File: config.mk
export PLATFORM = sky130hd
export DESIGN_NAME = sar_search
export DESIGN_NICKNAME = d
export VERILOG_FILES = /design/src/rtl/sar_search.sv
export SDC_FILE = /design/constraint.sdc
export NUM_CORES = 1
export LEC_CHECK = 0
export ABC_AREA = 1
export BUFFER_PORTS_ARGS = -buffer_cell sky130_fd_sc_hd__clkbuf_2
export CORE_ASPECT_RATIO = 0.75
export CORE_UTILIZATION = 35
export CTS_CLUSTER_SIZE = 12
export DETAILED_ROUTE_END_ITERATION = 12
export GPL_ROUTABILITY_DRIVEN = 0
export PLACE_DENSITY = 0.6
export SETUP_SLACK_MARGIN = 0.1
export SLEW_MARGIN = 20
export SYNTH_ARGS = -nofsm -noshare
export SYNTH_HDL_FRONTEND = slang
export SYNTH_SLANG_ARGS = --single-unit
export TNS_END_PERCENT = 50
File: constraint.sdc
create_clock -name clk -period 4.15 [get_ports clk]
set_clock_uncertainty 0.2 [all_clocks]
set_input_delay 0.6225 -clock clk [delete_from_list [all_inputs] [get_ports clk]]
set_output_delay 0.6225 -clock clk [all_outputs]
set_load 0.05 [all_outputs]
File: src/rtl/sar_search.sv
// Successive-approximation search controller: walks a trial word MSB-first against an
// external comparator and reports the recovered value, with timeout and bad-code abort.
module sar_search #(
  parameter int WIDTH   = 4,
  parameter int TIMEOUT = 15
) (
  input  logic             clk,
  input  logic             rst_n,
  input  logic             start_i,
  output logic [WIDTH-1:0] trial_o,
  output logic             trial_vld_o,
  input  logic             cmp_vld_i,
  input  logic [2:0]       cmp_res_i,
  output logic             busy_o,
  output logic             done_o,
  output logic             found_o,
  output logic             err_o,
  output logic [WIDTH-1:0] result_o,
  output logic [7:0]       led_o
);

  localparam int IDX_W  = $clog2(WIDTH);
  localparam int TCNT_W = $clog2(TIMEOUT + 1);

  localparam logic [1:0] ST_IDLE   = 2'd0;
  localparam logic [1:0] ST_ASK    = 2'd1;
  localparam logic [1:0] ST_VERIFY = 2'd2;
  localparam logic [1:0] ST_DONE   = 2'd3;

  localparam logic [2:0] RES_GT = 3'b100;
  localparam logic [2:0] RES_LT = 3'b010;
  localparam logic [2:0] RES_EQ = 3'b001;

  logic [1:0]        state_q,     state_d;
  logic [WIDTH-1:0]  acc_q,       acc_d;
  logic [IDX_W-1:0]  idx_q,       idx_d;
  logic [TCNT_W-1:0] tcnt_q,      tcnt_d;
  logic [WIDTH-1:0]  trial_q,     trial_d;
  logic              trial_vld_q, trial_vld_d;
  logic              busy_q,      busy_d;
  logic              done_q,      done_d;
  logic              found_q,     found_d;
  logic              err_q,       err_d;
  logic [WIDTH-1:0]  result_q,    result_d;

  logic             res_valid;
  logic             finish;
  logic [WIDTH-1:0] bit_cur;
  logic [WIDTH-1:0] bit_next;
  logic [WIDTH-1:0] acc_next;

  // Only the three one-hot codes are meaningful; anything else aborts the search.
  assign res_valid = (cmp_res_i == RES_GT) || (cmp_res_i == RES_LT) || (cmp_res_i == RES_EQ);
  assign bit_cur   = WIDTH'(1) << idx_q;
  assign bit_next  = WIDTH'(1) << (idx_q - IDX_W'(1));
  assign acc_next  = (cmp_res_i == RES_GT) ? (acc_q | bit_cur) : acc_q;

  always_comb begin
    // NOTE: every next-state signal takes its hold value first so no path leaves one
    // unassigned; without these defaults synthesis would infer latches.
    state_d     = state_q;
    acc_d       = acc_q;
    idx_d       = idx_q;
    tcnt_d      = tcnt_q;
    trial_d     = trial_q;
    trial_vld_d = trial_vld_q;
    busy_d      = busy_q;
    done_d      = 1'b0;
    found_d     = found_q;
    err_d       = err_q;
    result_d    = result_q;
    finish      = 1'b0;

    unique case (state_q)
      ST_IDLE: begin
        if (start_i) begin
          state_d     = ST_ASK;
          acc_d       = '0;
          idx_d       = IDX_W'(WIDTH - 1);
          tcnt_d      = '0;
          found_d     = 1'b0;
          err_d       = 1'b0;
          trial_d     = WIDTH'(1) << (WIDTH - 1);
          trial_vld_d = 1'b1;
          busy_d      = 1'b1;
        end
      end

      ST_ASK, ST_VERIFY: begin
        if (cmp_vld_i) begin
          tcnt_d = '0;
          if (!res_valid) begin
            err_d    = 1'b1;
            result_d = acc_q;
            finish   = 1'b1;
          end else if (state_q == ST_ASK) begin
            if (cmp_res_i == RES_EQ) begin
              result_d = trial_q;
              found_d  = 1'b1;
              finish   = 1'b1;
            end else begin
              acc_d = acc_next;
              if (idx_q == '0) begin
                state_d = ST_VERIFY;
                trial_d = acc_next;
              end else begin
                idx_d   = idx_q - IDX_W'(1);
                trial_d = acc_next | bit_next;
              end
            end
          end else begin
            // A non-equal answer on the final confirm means the comparator contradicted itself.
            result_d = acc_q;
            found_d  = (cmp_res_i == RES_EQ);
            err_d    = (cmp_res_i != RES_EQ);
            finish   = 1'b1;
          end
        end else if (tcnt_q == TCNT_W'(TIMEOUT - 1)) begin
          err_d    = 1'b1;
          result_d = acc_q;
          finish   = 1'b1;
        end else begin
          tcnt_d = tcnt_q + TCNT_W'(1);
        end
      end

      ST_DONE: state_d = ST_IDLE;

      default: state_d = ST_IDLE;
    endcase

    if (finish) begin
      state_d     = ST_DONE;
      done_d      = 1'b1;
      busy_d      = 1'b0;
      trial_vld_d = 1'b0;
    end
  end

  always_ff @(posedge clk) begin
    // NOTE: state registers use non-blocking assignments so every flop samples the
    // pre-edge values; blocking here would create order-dependent simulation races.
    if (!rst_n) begin
      state_q     <= ST_IDLE;
      acc_q       <= '0;
      idx_q       <= '0;
      tcnt_q      <= '0;
      trial_q     <= '0;
      trial_vld_q <= 1'b0;
      busy_q      <= 1'b0;
      done_q      <= 1'b0;
      found_q     <= 1'b0;
      err_q       <= 1'b0;
      result_q    <= '0;
    end else begin
      state_q     <= state_d;
      acc_q       <= acc_d;
      idx_q       <= idx_d;
      tcnt_q      <= tcnt_d;
      trial_q     <= trial_d;
      trial_vld_q <= trial_vld_d;
      busy_q      <= busy_d;
      done_q      <= done_d;
      found_q     <= found_d;
      err_q       <= err_d;
      result_q    <= result_d;
    end
  end

  assign trial_o     = trial_q;
  assign trial_vld_o = trial_vld_q;
  assign busy_o      = busy_q;
  assign done_o      = done_q;
  assign found_o     = found_q;
  assign err_o       = err_q;
  assign result_o    = result_q;

  // Board LEDs: status in the top two bits, value right-aligned below them.
  generate
    if (WIDTH >= 6) begin : g_led_full
      assign led_o = {err_q, found_q, result_q[5:0]};
    end else begin : g_led_pad
      assign led_o = {err_q, found_q, {(6 - WIDTH){1'b0}}, result_q};
    end
  endgenerate

endmodule

==> results.cfg <==
[status]
status = finished, final reports clean

[route]
wl_microns = 3185
postRouteAntennaNets = 0
vias = 1330
drtPass1Iterations = 4
post_drt_via_cell_ratio = 4.478
wire_per_inst_microns = 10.72
post-route-drc-count = 0
drtIter0Drc = 73

[power_and_ir_drop]
power_mw = 1.238
power_frac_clock_pct = 16.7
max-vdd-ir-drop_uv = 367.3
p_sw_mw = 0.6252
p_comb_share_pct = 57.5
powerDensity_nw_per_um2 = 716.3
p_seq_share_pct = 25.8
p_sw_share_pct = 50.52
cellInternalPower_mw = 0.6124
power_leakage_nw = 0.8309

[timing]
tightest_slew_ns = 0.5456
final-hold-violation-count = 0
post-route-min-period_ns = 2.249
slew_viol_final = 0
setup_tns_ns = 0
fin_crit_sh_pct = 54.20
setup_viol = 0
rsz0062_at_grt = false
slew_headroom_pct = 63.63
max_freq_ghz = 0.4445
holdWs_ns = 0.2614

[clock_network]
cts_tree = yes
clk_path_buf_depth = 2
htreeDepth = 1
cts_sinks = 24
cts.clk_slew.worst_paths_ns = 0.09
cts_buffers = 3
post_cts_buffers = 0
clk_latency_ns = 0.27
clockRootBuffer = clkbuf_8
cts.hold.buffers_added = 0
cts_resized = 0

[setup_path]
crit_path_max_incr_delay_ns = 0.63
critPathRequiredTime_ns = 4.11
timing.rr.start = state_q[0]
path_cells = inv_1, ha_1, nor2_1, nor2_4, nand3_4, nor2_8, clkinv_2, nand2_1, a21oi_1
worst_setup_path_end_kind = flop
critPathBufInv = 2
crit_slowest_cell = ha_1
crit_type = reg -> reg
crit_family = simple AND/OR/NAND/NOR gates
cp.arrival_ns = 2.20
rrSetupSlack_ns = 1.90
critPathLaunchType = flop
cp_max_fo = 16
timing.rr.end = trial_o[1]
ff2ff_path_depth = 9

[logic_synthesis]
synth_cells = 224
seq_area_frac_synth_pct = 31.14
ys_ff_latch = 24
ys_types = 29
synth_area_sq_um = 1543
synth-edff-count = 0
synth_top_area_cell = dfxtp_1
synthFlopType = dfxtp_1
async_flop_share_pct = 0
synth_area_leaders = dfxtp_1 (31%), nand2_1 (14%), ha_1 (8.1%)
avgSynthCellArea_sq_um = 6.887
ys_warn_count = 0
synth_top_area_share_pct = 31.14

[worst_hold_path]
min_path_cells = 2
min_from = result_o[2]
worstHoldPathType = reg -> reg
whs_endpoint = result_o[2]

[die]
ios = 28
rows = 20
start_util_pct = 37.36
die_h_microns = 59.50
die_x_microns = 78.66
core-area_sq_um = 4129
die_area_sq_um = 4680

[finish]
area_delta_synth_final_pct = 12.00
n_fill_cell = 451
final_common_cell = nand2_1
n_antenna_cell = 0
drive_gt1_share_pct = 21.49
most-common-layout-cells = nand2_1 (56), inv_1 (26), clkbuf_2 (25)
fin_nets = 260

[global_routing]
grt_max_degree = 17
grt_pass1_wl_microns = 5340
antenna_found_initial = 0
grtUsageTotal_pct = 15.02
globalRoute.totalOverflow = 0
first_global_vias = 1136

[placed_design]
dpl.hpwl_microns = 2501
portBuffers = 25

[run]
cap_violations = 0
synthesized netlist by cell type (3+ instances only):
| master | number |
|---|---|
| nor2_1 | 17 |
| o21ai_0 | 11 |
| ha_1 | 10 |
| a21oi_1 | 18 |
| buf_4 | 10 |
| inv_2 | 4 |
| nor2_2 | 4 |
| dfxtp_1 | 24 |
| nand3_2 | 4 |
| nand3_1 | 13 |
| o21bai_1 | 3 |
| nand2_2 | 5 |
| nand2_1 | 56 |
| inv_1 | 26 |
layer usage:
metal / vias to the layer above / GRT usage, % / routed length, microns
li1: 729 / - / -
met1: 575 / 22.34 / 1834
met2: 24 / 20.87 / 1191
met3: 2 / 5.077 / 147
met4: 0 / 2.381 / 11
met5: - / 0 / 0
flip-flops by register name (all words and copies together) (netlist names):
name and count:
err_o 1, done_o 1, result_o 4, found_o 1
idx_q 2, acc_q 4, trial_o 4, tcnt_q 4
state_q 2, busy_o 1
worst min-delay path: cells and delay by family (launching register included):
kind / cells / cell delay, ns
DFF: 1 / 0.33
and+or+nand+nor: 2 / 0.10
final cells by class:
| cell class | count | area [sq um] | area share [%] |
|---|---|---|---|
| Sequential cell | 24 | 480.5 | 27.81 |
| Tap cell | 55 | 68.82 | 3.983 |
| Clock inverter | 1 | 30.03 | 1.738 |
| Multi-Input combinational cell | 156 | 857.1 | 49.60 |
| Inverter | 33 | 125.1 | 7.241 |
| Clock buffer | 3 | 41.29 | 2.390 |
| Timing Repair Buffer | 25 | 125.1 | 7.241 |
how the worst max path moves through the flow:
stage	slack (ns)	from	end	cells after the start
4_1_cts	1.94	state_q[0]	trial_o[1]	9
5_1_grt	1.74	state_q[1]	result_o[1]	8
3_5_place_dp	1.97	state_q[0]	trial_o[1]	9
2_1_floorplan	2.39	state_q[0]	tcnt_q[3]	10
3_3_place_gp	2.00	state_q[0]	trial_o[1]	9
6_report	1.90	state_q[0]	trial_o[1]	9
power by group through the flow:
stage | Combinational (mW) | Clock (mW) | Sequential (mW)
4_1_cts | 0.711 | 0.216 | 0.320
6_report | 0.712 | 0.207 | 0.319
3_3_place_gp | 0.708 | 0 | 0.326
2_1_floorplan | 0.519 | 0 | 0.406
3_5_place_dp | 0.706 | 0 | 0.325
5_1_grt | 0.785 | 0.226 | 0.326
logic make-up after synthesis:
group | share of synthesized area (%)
AOI/OAI and AO/OA | 12.65
xor gates and xnor gates | 1.136
adders and majority gates | 8.110
buffers and inverters | 13.54
DFF | 31.14
other | 0.2431
and+or+nand+nor | 33.17
through the flow:
| stage | instance area [sq um] | setup WS (ns) | instances | util [%] |
|---|---|---|---|---|
| finish | 1728 | 1.901 | 297 | 41.85 |
| global route | 1728 | 1.739 | 297 | 41.85 |
| CTS | 1728 | 1.937 | 297 | 41.85 |
| detailed placement | 1657 | 1.971 | 293 | 40.12 |
| global placement | 1657 | 1.999 | 293 | 40.12 |
| floorplan | 1546 | 2.387 | 225 | - |
No activity file was read; power rests on OpenSTA's default activity.
